==> config.mk <==
export PLATFORM = sky130hd
export DESIGN_NAME = mem_access_ctrl
export DESIGN_NICKNAME = d
export VERILOG_FILES = /design/src/rtl/mem_pkg.sv /design/src/rtl/byte_lane_unit.sv /design/src/rtl/mem_access_ctrl.sv
export SDC_FILE = /design/constraint.sdc
export NUM_CORES = 1
export LEC_CHECK = 0
export CAP_MARGIN = 0
export CORE_UTILIZATION = 41
export DETAILED_ROUTE_END_ITERATION = 6
export DONT_BUFFER_PORTS = 1
export SETUP_SLACK_MARGIN = 0.02
export SLEW_MARGIN = 0
export SYNTH_ARGS = -nofsm -noshare
export SYNTH_HDL_FRONTEND = slang
export SYNTH_SLANG_ARGS = --single-unit
==> constraint.sdc <==
create_clock -name clk -period 7.22 [get_ports clk]
set_input_delay 1.083 -clock clk [delete_from_list [all_inputs] [get_ports clk]]
set_output_delay 1.083 -clock clk [all_outputs]
set_load 0.01 [all_outputs]
==> src/rtl/mem_pkg.sv <==
// Shared definitions for the MEM-stage data-memory access controller:
// FSM state encoding, default timeout and wait-counter width.
package mem_pkg;

  typedef enum logic [1:0] {
    IDLE   = 2'd0,
    RD     = 2'd1,
    RMW_RD = 2'd2,
    WR     = 2'd3
  } state_e;

  localparam int TIMEOUT_DEFAULT = 255;
  localparam int WAIT_CNT_W      = 8;

endpackage

==> src/rtl/byte_lane_unit.sv <==
// Little-endian byte-lane helper: pulls one byte out of a word and builds
// the word with that same lane overwritten (lane 0 = bits 7:0).
module byte_lane_unit (
  input  logic [31:0] word_i,
  input  logic [1:0]  lane_i,
  input  logic [7:0]  byte_i,
  output logic [7:0]  byte_o,
  output logic [31:0] merged_o
);

  always_comb begin
    merged_o = word_i;
    byte_o   = word_i[{lane_i, 3'b000} +: 8];
    merged_o[{lane_i, 3'b000} +: 8] = byte_i;
  end

endmodule

==> src/rtl/mem_access_ctrl.sv <==
// MEM-stage controller: turns pipeline ops into single-word memory requests,
// does read-modify-write for byte stores and flags requests that never get acked.
module mem_access_ctrl
  import mem_pkg::*;
#(
  parameter int TIMEOUT = TIMEOUT_DEFAULT
) (
  input  logic        clk,
  input  logic        rsta,
  input  logic        in_valid,
  output logic        in_allow,
  input  logic [31:0] addr,
  input  logic [31:0] wdat,
  input  logic        mem_en,
  input  logic        mem_wen,
  input  logic        byte_en,
  output logic        dm_req,
  output logic        dm_we,
  output logic [31:0] dm_addr,
  output logic [31:0] dm_wdata,
  input  logic [31:0] dm_rdata,
  input  logic        dm_ack,
  output logic        out_valid,
  input  logic        out_allow,
  output logic [31:0] out_rdata,
  output logic        err
);

  localparam logic [WAIT_CNT_W-1:0] WaitLast = WAIT_CNT_W'(TIMEOUT - 1);

  state_e                state_q, state_d;
  logic [WAIT_CNT_W-1:0] cnt_q, cnt_d;
  logic [31:0]           dm_addr_q, dm_addr_d;
  logic [31:0]           dm_wdata_q, dm_wdata_d;
  logic [1:0]            lane_q, lane_d;
  logic                  byte_q, byte_d;
  logic                  out_valid_q, out_valid_d;
  logic [31:0]           out_rdata_q, out_rdata_d;
  logic                  err_q, err_d;

  logic                  accept;
  logic                  done;
  logic [31:0]           done_rdata;
  logic [7:0]            lane_byte;
  logic [31:0]           merged_word;

  // During RMW_RD dm_wdata_q still holds the store data, so its low byte is the byte to merge.
  byte_lane_unit u_lane (
    .word_i   (dm_rdata),
    .lane_i   (lane_q),
    .byte_i   (dm_wdata_q[7:0]),
    .byte_o   (lane_byte),
    .merged_o (merged_word)
  );

  assign in_allow  = (state_q == IDLE) && (!out_valid_q || out_allow);
  assign accept    = in_valid && in_allow;
  assign dm_req    = (state_q != IDLE);
  assign dm_we     = (state_q == WR);
  assign dm_addr   = dm_addr_q;
  assign dm_wdata  = dm_wdata_q;
  assign out_valid = out_valid_q;
  assign out_rdata = out_rdata_q;
  assign err       = err_q;

  always_ff @(posedge clk or posedge rsta) begin
    if (rsta) begin
      state_q     <= IDLE;
      cnt_q       <= '0;
      dm_addr_q   <= '0;
      dm_wdata_q  <= '0;
      lane_q      <= '0;
      byte_q      <= 1'b0;
      out_valid_q <= 1'b0;
      out_rdata_q <= '0;
      err_q       <= 1'b0;
    end else begin
      state_q     <= state_d;
      cnt_q       <= cnt_d;
      dm_addr_q   <= dm_addr_d;
      dm_wdata_q  <= dm_wdata_d;
      lane_q      <= lane_d;
      byte_q      <= byte_d;
      out_valid_q <= out_valid_d;
      out_rdata_q <= out_rdata_d;
      err_q       <= err_d;
    end
  end

  always_comb begin
    state_d     = state_q;
    cnt_d       = cnt_q;
    dm_addr_d   = dm_addr_q;
    dm_wdata_d  = dm_wdata_q;
    lane_d      = lane_q;
    byte_d      = byte_q;
    out_valid_d = out_valid_q;
    out_rdata_d = out_rdata_q;
    err_d       = err_q;
    done        = 1'b0;
    done_rdata  = '0;

    case (state_q)
      IDLE: begin
        if (accept) begin
          dm_addr_d  = {addr[31:2], 2'b00};
          dm_wdata_d = wdat;
          lane_d     = addr[1:0];
          byte_d     = byte_en;
          cnt_d      = '0;
          if (!mem_en) begin
            done = 1'b1;
          end else if (!mem_wen) begin
            state_d = RD;
          end else if (byte_en) begin
            state_d = RMW_RD;
          end else begin
            state_d = WR;
          end
        end
      end
      RD: begin
        if (dm_ack) begin
          done       = 1'b1;
          done_rdata = byte_q ? {24'h000000, lane_byte} : dm_rdata;
          state_d    = IDLE;
        end
      end
      RMW_RD: begin
        if (dm_ack) begin
          dm_wdata_d = merged_word;
          cnt_d      = '0;
          state_d    = WR;
        end
      end
      WR: begin
        if (dm_ack) begin
          done    = 1'b1;
          state_d = IDLE;
        end
      end
      default: state_d = IDLE;
    endcase

    // A request phase that runs out of wait cycles completes the op with a zero result.
    if ((state_q != IDLE) && !dm_ack) begin
      if (cnt_q == WaitLast) begin
        err_d      = 1'b1;
        done       = 1'b1;
        done_rdata = '0;
        state_d    = IDLE;
      end else begin
        cnt_d = cnt_q + 1'b1;
      end
    end

    if (out_valid_q && out_allow) begin
      out_valid_d = 1'b0;
    end
    if (done) begin
      out_valid_d = 1'b1;
      out_rdata_d = done_rdata;
    end
  end

endmodule
After elaboration in Yosys (flattened, before gate mapping)
Cells that the tools add are included.
{"block": "classes", "add_sub_neg": 2, "multipliers": 0, "div_mod_pow": 0, "n_lt_le_gt_ge": 0, "n_eq_ne": 6, "n_shift": 3, "n_mux": 31, "bitwise": 0, "reduce_logical": 15}
{"cell": "two-way mux 32 bit", "n": 7}
{"cell": "case mux 32 bit (2 select lines)", "n": 1}
{"cell": "bitwise mux 32 bit", "n": 1}
{"cell": "two-way mux 8 bit", "n": 4}
{"cell": "variable shift 8 x 7 -> 32 bit, first input constant", "n": 1}
{"cell": "variable part select 32 x 6 -> 8 bit", "n": 1}
{"cell": "variable part select 8 x 7 -> 32 bit", "n": 1}
{"cell": "case mux 8 bit (2 select lines)", "n": 1}
{"cell": "two-way mux 2 bit", "n": 7}
{"cell": "adder 8 x 1 -> 8 bit, second input constant", "n": 1}
{"cell": "equality test 8 bit, second input constant", "n": 1}
{"cell": "two-way mux 1 bit", "n": 8}
{"cell": "negator 5 -> 7 bit", "n": 1}
{"cell": "case mux 2 bit (3 select lines)", "n": 1}
{"cell": "nonzero test 2 bit", "n": 3}
{"cell": "equality test 2 bit, second input constant", "n": 2}
{"cell": "logical AND 1 bit", "n": 4}
{"cell": "inequality test 2 bit, second input constant", "n": 2}
{"cell": "AND reduction 2 bit", "n": 2}
{"cell": "AND reduction 3 bit", "n": 1}
{"cell": "equality test 2 x 1 -> 1 bit, second input constant", "n": 1}
{"cell": "logical NOT 1 bit", "n": 2}
{"cell": "logical NOT 2 bit", "n": 1}
{"cell": "case mux 1 bit (2 select lines)", "n": 1}
{"cell": "2 further kinds", "n": 2}
{"block": "totals", "register_bits": 109, "latch_bits": 0, "ram_bits": 0, "rom_bits": 0, "in_bits": 104, "output_inout_bits": 101, "elab_cells": 66, "memories": 0}

Logic depth before layout (Yosys ltp)
{"block": "logic_depth", "word_depth": 9, "depth_mapped": 9, "depth_no_buf": 6}

Modules after synthesis
A second synthesis with hierarchy kept.
{"block": "unflattened", "cells_unflattened": 540, "area_unflattened_um2": 5422.7}
{"module": "mem_access_ctrl", "n_inst": 1, "cells_per_inst": 427, "area_each_um2": 4593.2, "seq_area_each_um2": 2727.6}
{"module": "byte_lane_unit", "n_inst": 1, "cells_per_inst": 113, "area_each_um2": 829.5, "seq_area_each_um2": 0.0}

Worst setup path before layout
Ideal clock, no wire load.
{"block": "synth_timing", "path_kind": "input to output", "startpoint": "in out_allow", "endpoint": "out in_allow", "t_arrival_ns": 1.515, "required_ns": 6.137, "slack_ns": 4.622, "path_stages": 2, "path_buffers": 0, "cell_sequence": "nand2b_1 -> and2_1"}
{"block": "synth_between", "elab_chain_cells": 2}
{"element": "start, declared", "line": "mem_access_ctrl.sv:24", "text": "input logic out_allow,"}
{"element": "logical OR 1 bit", "line": "mem_access_ctrl.sv:56", "text": "assign in_allow = (state_q == IDLE) && (!out_valid_q || out_allow);"}
{"element": "logical AND 1 bit", "line": "mem_access_ctrl.sv:56"}
{"element": "end, declared", "line": "mem_access_ctrl.sv:11", "text": "output logic in_allow,"}
No other way between the ends.

Worst setup path after layout
{"block": "layout_timing", "startpoint": "reg lane_q[1]", "endpoint": "reg dm_wdata_q[19], in the netlist dm_wdata[19]"}
{"block": "layout_between", "elab_chain_cells": 5, "word_cells_on_any_way": 6, "classes_between": "add/sub: 1; shift: 2; mux: 3"}
{"element": "start, declared", "line": "mem_access_ctrl.sv:35", "text": "logic [1:0] lane_q, lane_d;"}
{"element": "start signal, assigned", "line": "mem_access_ctrl.sv:82", "text": "lane_q <= lane_d;"}
{"element": "negator 5 -> 7 bit *", "line": "byte_lane_unit.sv:14", "text": "merged_o[{lane_i, 3'b000} +: 8] = byte_i;"}
{"element": "variable part select 8 x 7 -> 32 bit / variable shift 8 x 7 -> 32 bit (equally long branches)", "line": "byte_lane_unit.sv:14"}
{"element": "bitwise mux 32 bit *", "line": "byte_lane_unit.sv:14"}
{"element": "two-way mux 32 bit *", "line": "mem_access_ctrl.sv:130", "text": "if (dm_ack) begin"}
{"element": "case mux 32 bit (2 select lines) *", "line": "mem_access_ctrl.sv:103", "text": "case (state_q)"}
{"element": "end signal, assigned", "line": "mem_access_ctrl.sv:81", "text": "dm_wdata_q <= dm_wdata_d;"}
{"element": "end, declared", "line": "mem_access_ctrl.sv:34", "text": "logic [31:0] dm_wdata_q, dm_wdata_d;"}
Mark *: on every way between the ends. The rest lies on a longest branch, timed or not. The select of a mux whose other input is x is not followed.
A chain may end at the register's enable or synchronous reset.

==> metrics.md <==
| Metric | Value |
|---|---|
| Post-synth ARST share | 100.0% |
| Post-synth cell types | 52 |
| Int Power | 1.560 mW |
| Rel. slew slack | 15.93% |
| Clock Latency Late Sink | 0.36 ns |
| Crit path DAT | 3.28 ns |
| Crit path top cell by count | o21ai_0 |
| EDFF count, synth | 0 |
| Layout cells sized above 1 | 16.48% |
| Max incr delay on CP | 1.09 ns |
| Syn Area/Cell | 11.46 um2 |
| RSZ-0062 raised after global routing | false |
| # DRC | 0 |
| DR vias | 3615 |
| Period minus WS final | 3.021 ns |
| Total GRT Usage | 21.55% |
| IR drop worst, VDD | 0.0001613 V |
| Tot Pwr | 2.631 mW |
| Reg clk slew, reported paths | 0.08 ns |
| Yosys reg bits | 109 |
| Average vias per placed instance | 5.965 |
| Post-route ant nets | 0 |
| Actual slew at the worst max-slew pin | 1.244 ns |
| CP max FO | 15 |
| Cts bufs inserted | 9 |
| Net Switching | 1.071 mW |
| Post-DP HPWL | 10130 um |
| DR iter-0 viols | 283 |
| Crit path buffers/inverters | 1 |
| CP startpoint kind | flip-flop |
| H-tree depth | 3 |
| CTS tree | built |
| CTS max path bufs | 2 |
| Ys Warns | 0 |
| Die Footprint | 12920 um2 |
| Post-route clock period utilization | 41.85% |
| Predominant post-synthesis flop cell | dfrtp_1 |
| Clock skew | 0.009294 ns |
| Final Wtd Congestion | 0.8808 |
| Fmax | 331.0 MHz |
| Die Width | 113.7 um |
| Crit end category | flip-flop |
| Drt pass-1 iters | 5 |
| Seq pwr share | 49.2% |
| Final net count | 543 |
| Core Footprint | 12060 um2 |
| Post-CTS Resized | 0 |
| Global-route congestion overflow total | 0 |
| Wirelength per Cell | 22.98 um |
| Clock share of power | 21.0% |
| Worst Hold Class | flip-flop to flip-flop |
| Leakage | 2.328 nW |
| Routed WL | 13930 um |
| Port Buffer Count | 0 |
| First-pass GRT wire length | 20760 um |
| Crit-path cells | inv_1 -> ha_1 -> nor4bb_1 -> a221o_1 -> o21ai_0 -> o21ai_0 |
| Post-CTS repair timing setup buffer count | 0 |
| Pin count of the biggest net entering global routing | 74 |
| Setup TNS | 0 ns |
| DIE HEIGHT | 113.7 um |
| Worst setup path class | flip-flop to flip-flop |
| Synth Instances | 446 |
| Ports | 205 |
| Synth top area share | 53.37% |
| CP required | 7.48 ns |
| Fin. max-slew vios | 0 |
| Top post-synthesis cells by area | dfrtp_1, mux2_2, o21ai_0 |
| Final hold viol count | 0 |
| CTS sink cnt | 109 |
| Switching share of power | 40.72% |
| Vias in the first global route | 3514 |
| Core Rows | 40 |
| CTS hold repair buffers | 0 |
| Crit-path leading delay family | simple AND/OR/NAND/NOR gates |
| Mapped Area | 5111 um2 |
| CP max-delay cell | nor4bb_1 |
| Synth area leader | dfrtp_1 |
| Sequential area share after synthesis | 53.37% |
| # setup viols final | 0 |
| Fin Hold WS | 0.5210 ns |
| Max_cap viols | 0 |
| Root buffer cell | clkbuf_16 |
| Comb pwr share | 29.8% |
| Total power divided by cell area | 476.6 nW/um2 |
| P&R area growth vs syn | 8.005% |
| Initial antenna violation count | 1 |
| Starting density of the core | 42.38% |
| Run status | finished clean |
## layout by cell type, fill, tap and decap left out, drive strengths merged, types with 2 or more instances in the layout
cell type | netlist | final
a32oi | 2 | 2
nand2 | 45 | 45
a22o | 24 | 24
nand2b | 3 | 3
mux2i | 3 | 3
nand3 | 4 | 4
clkinv | 0 | 2
conb | 1 | 2
inv | 10 | 13
a211oi | 2 | 2
o21ai | 68 | 68
nor3b | 8 | 8
buf | 21 | 5
ha | 7 | 7
nor3 | 3 | 3
a221o | 24 | 24
and2 | 3 | 3
clkbuf | 10 | 9
dfrtp | 109 | 109
a21oi | 11 | 11
a31oi | 4 | 4
bufinv | 0 | 2
o2bb2ai | 8 | 8
nand4 | 4 | 4
nor2 | 7 | 7
o22ai | 8 | 8
mux2 | 39 | 39
nor4bb | 2 | 2
## stage by stage
stage | setup WS, ns | utilization [%] | area [um2] | instances
floorplan | 3.263 | - | 5115 | 447
global placement | 4.351 | 43.00 | 5186 | 589
detailed placement | 4.282 | 43.00 | 5186 | 589
CTS | 4.245 | 45.75 | 5518 | 605
global route | 3.886 | 45.77 | 5520 | 606
finish | 4.199 | 45.77 | 5520 | 606
## power by group through the flow
stage | logic [mW] | registers (mW) | clock network, mW
after floorplan | 0.706 | 1.20 | 0
after global placement | 0.754 | 1.30 | 0
after detailed placement | 0.779 | 1.31 | 0
after CTS | 0.786 | 1.30 | 0.564
after global routing | 0.879 | 1.33 | 0.586
final | 0.784 | 1.30 | 0.551
## metal layers
layer	track usage (%)	share of wire, %
met2	30.37	44
met4	9.561	2.5
met3	8.130	9.7
met5	0	0
met1	29.41	44
## cell type report
class / count / area [um2]
Inverter: 10 / 40.04
Tap cell: 168 / 210.2
Sequential cell: 109 / 2728
Timing Repair Buffer: 5 / 37.54
Multi-Input combinational cell: 297 / 2171
Fill cell: 1110 / 6541
Antenna cell: 1 / 2.502
Clock inverter: 7 / 106.4
Clock buffer: 9 / 225.2
## cell families (layout without fill, tap and decap cells)
| family | after synthesis | count (layout) | share of synthesized area, % |
|---|---|---|---|
| AO/OA/AOI/OAI | 158 | 158 | 21.89 |
| AND/OR/NAND/NOR | 88 | 88 | 9.449 |
| adder cells (fa/ha/maj) | 7 | 7 | 1.714 |
| multiplexers | 42 | 42 | 9.180 |
| buffers and inverters | 41 | 31 | 4.333 |
| flip-flops | 109 | 109 | 53.37 |
| other | 1 | 3 | 0.07337 |
## worst register-to-register path, stage by stage, from the launching register on
cell,delay [ns]
dfrtp_1,0.70
inv_1,0.19
ha_1,0.39
nor4bb_1,1.09
a221o_1,0.31
o21ai_0,0.08
o21ai_0,0.18
## Yosys cell counts (2+ instances only)
cell type	n
nor4bb_1	2
a21oi_1	11
mux2_2	39
a22o_1	24
nor2_1	6
dfrtp_1	109
clkbuf_1	9
o2bb2ai_1	8
nand2b_1	2
nor3b_1	8
a221o_1	24
mux2i_1	3
nand4_1	4
nand3_1	4
buf_6	5
o21ai_0	66
inv_1	10
nor3_1	3
a31oi_1	3
buf_2	11
o22ai_1	8
buf_4	4
and2_1	3
nand2_1	45
ha_1	7
o21ai_1	2
## path summary, 6_finish.rpt
check                           startpoint             to  slack (ns)  cells after the start
worst max-delay path             lane_q[1]   dm_wdata[19]        4.20                      6
worst min-delay path              cnt_q[7]       cnt_q[7]        0.52                      1
worst max register to register   lane_q[1]   dm_wdata[19]        4.20                      6
worst min register to register    cnt_q[7]       cnt_q[7]        0.52                      1
max in group asynchronous             rsta    dm_wdata[4]        5.32                      2
min in group asynchronous             rsta  out_rdata[30]        0.62                      1
## sequential cells by signal, summed over array words and instances (netlist names)
register / flops
state_q: 2
err: 1
dm_addr: 30
lane_q: 2
out_valid: 1
out_rdata: 32
dm_wdata: 32
byte_q: 1
cnt_q: 8
Note: power is estimated with default switching activity, not from simulation.
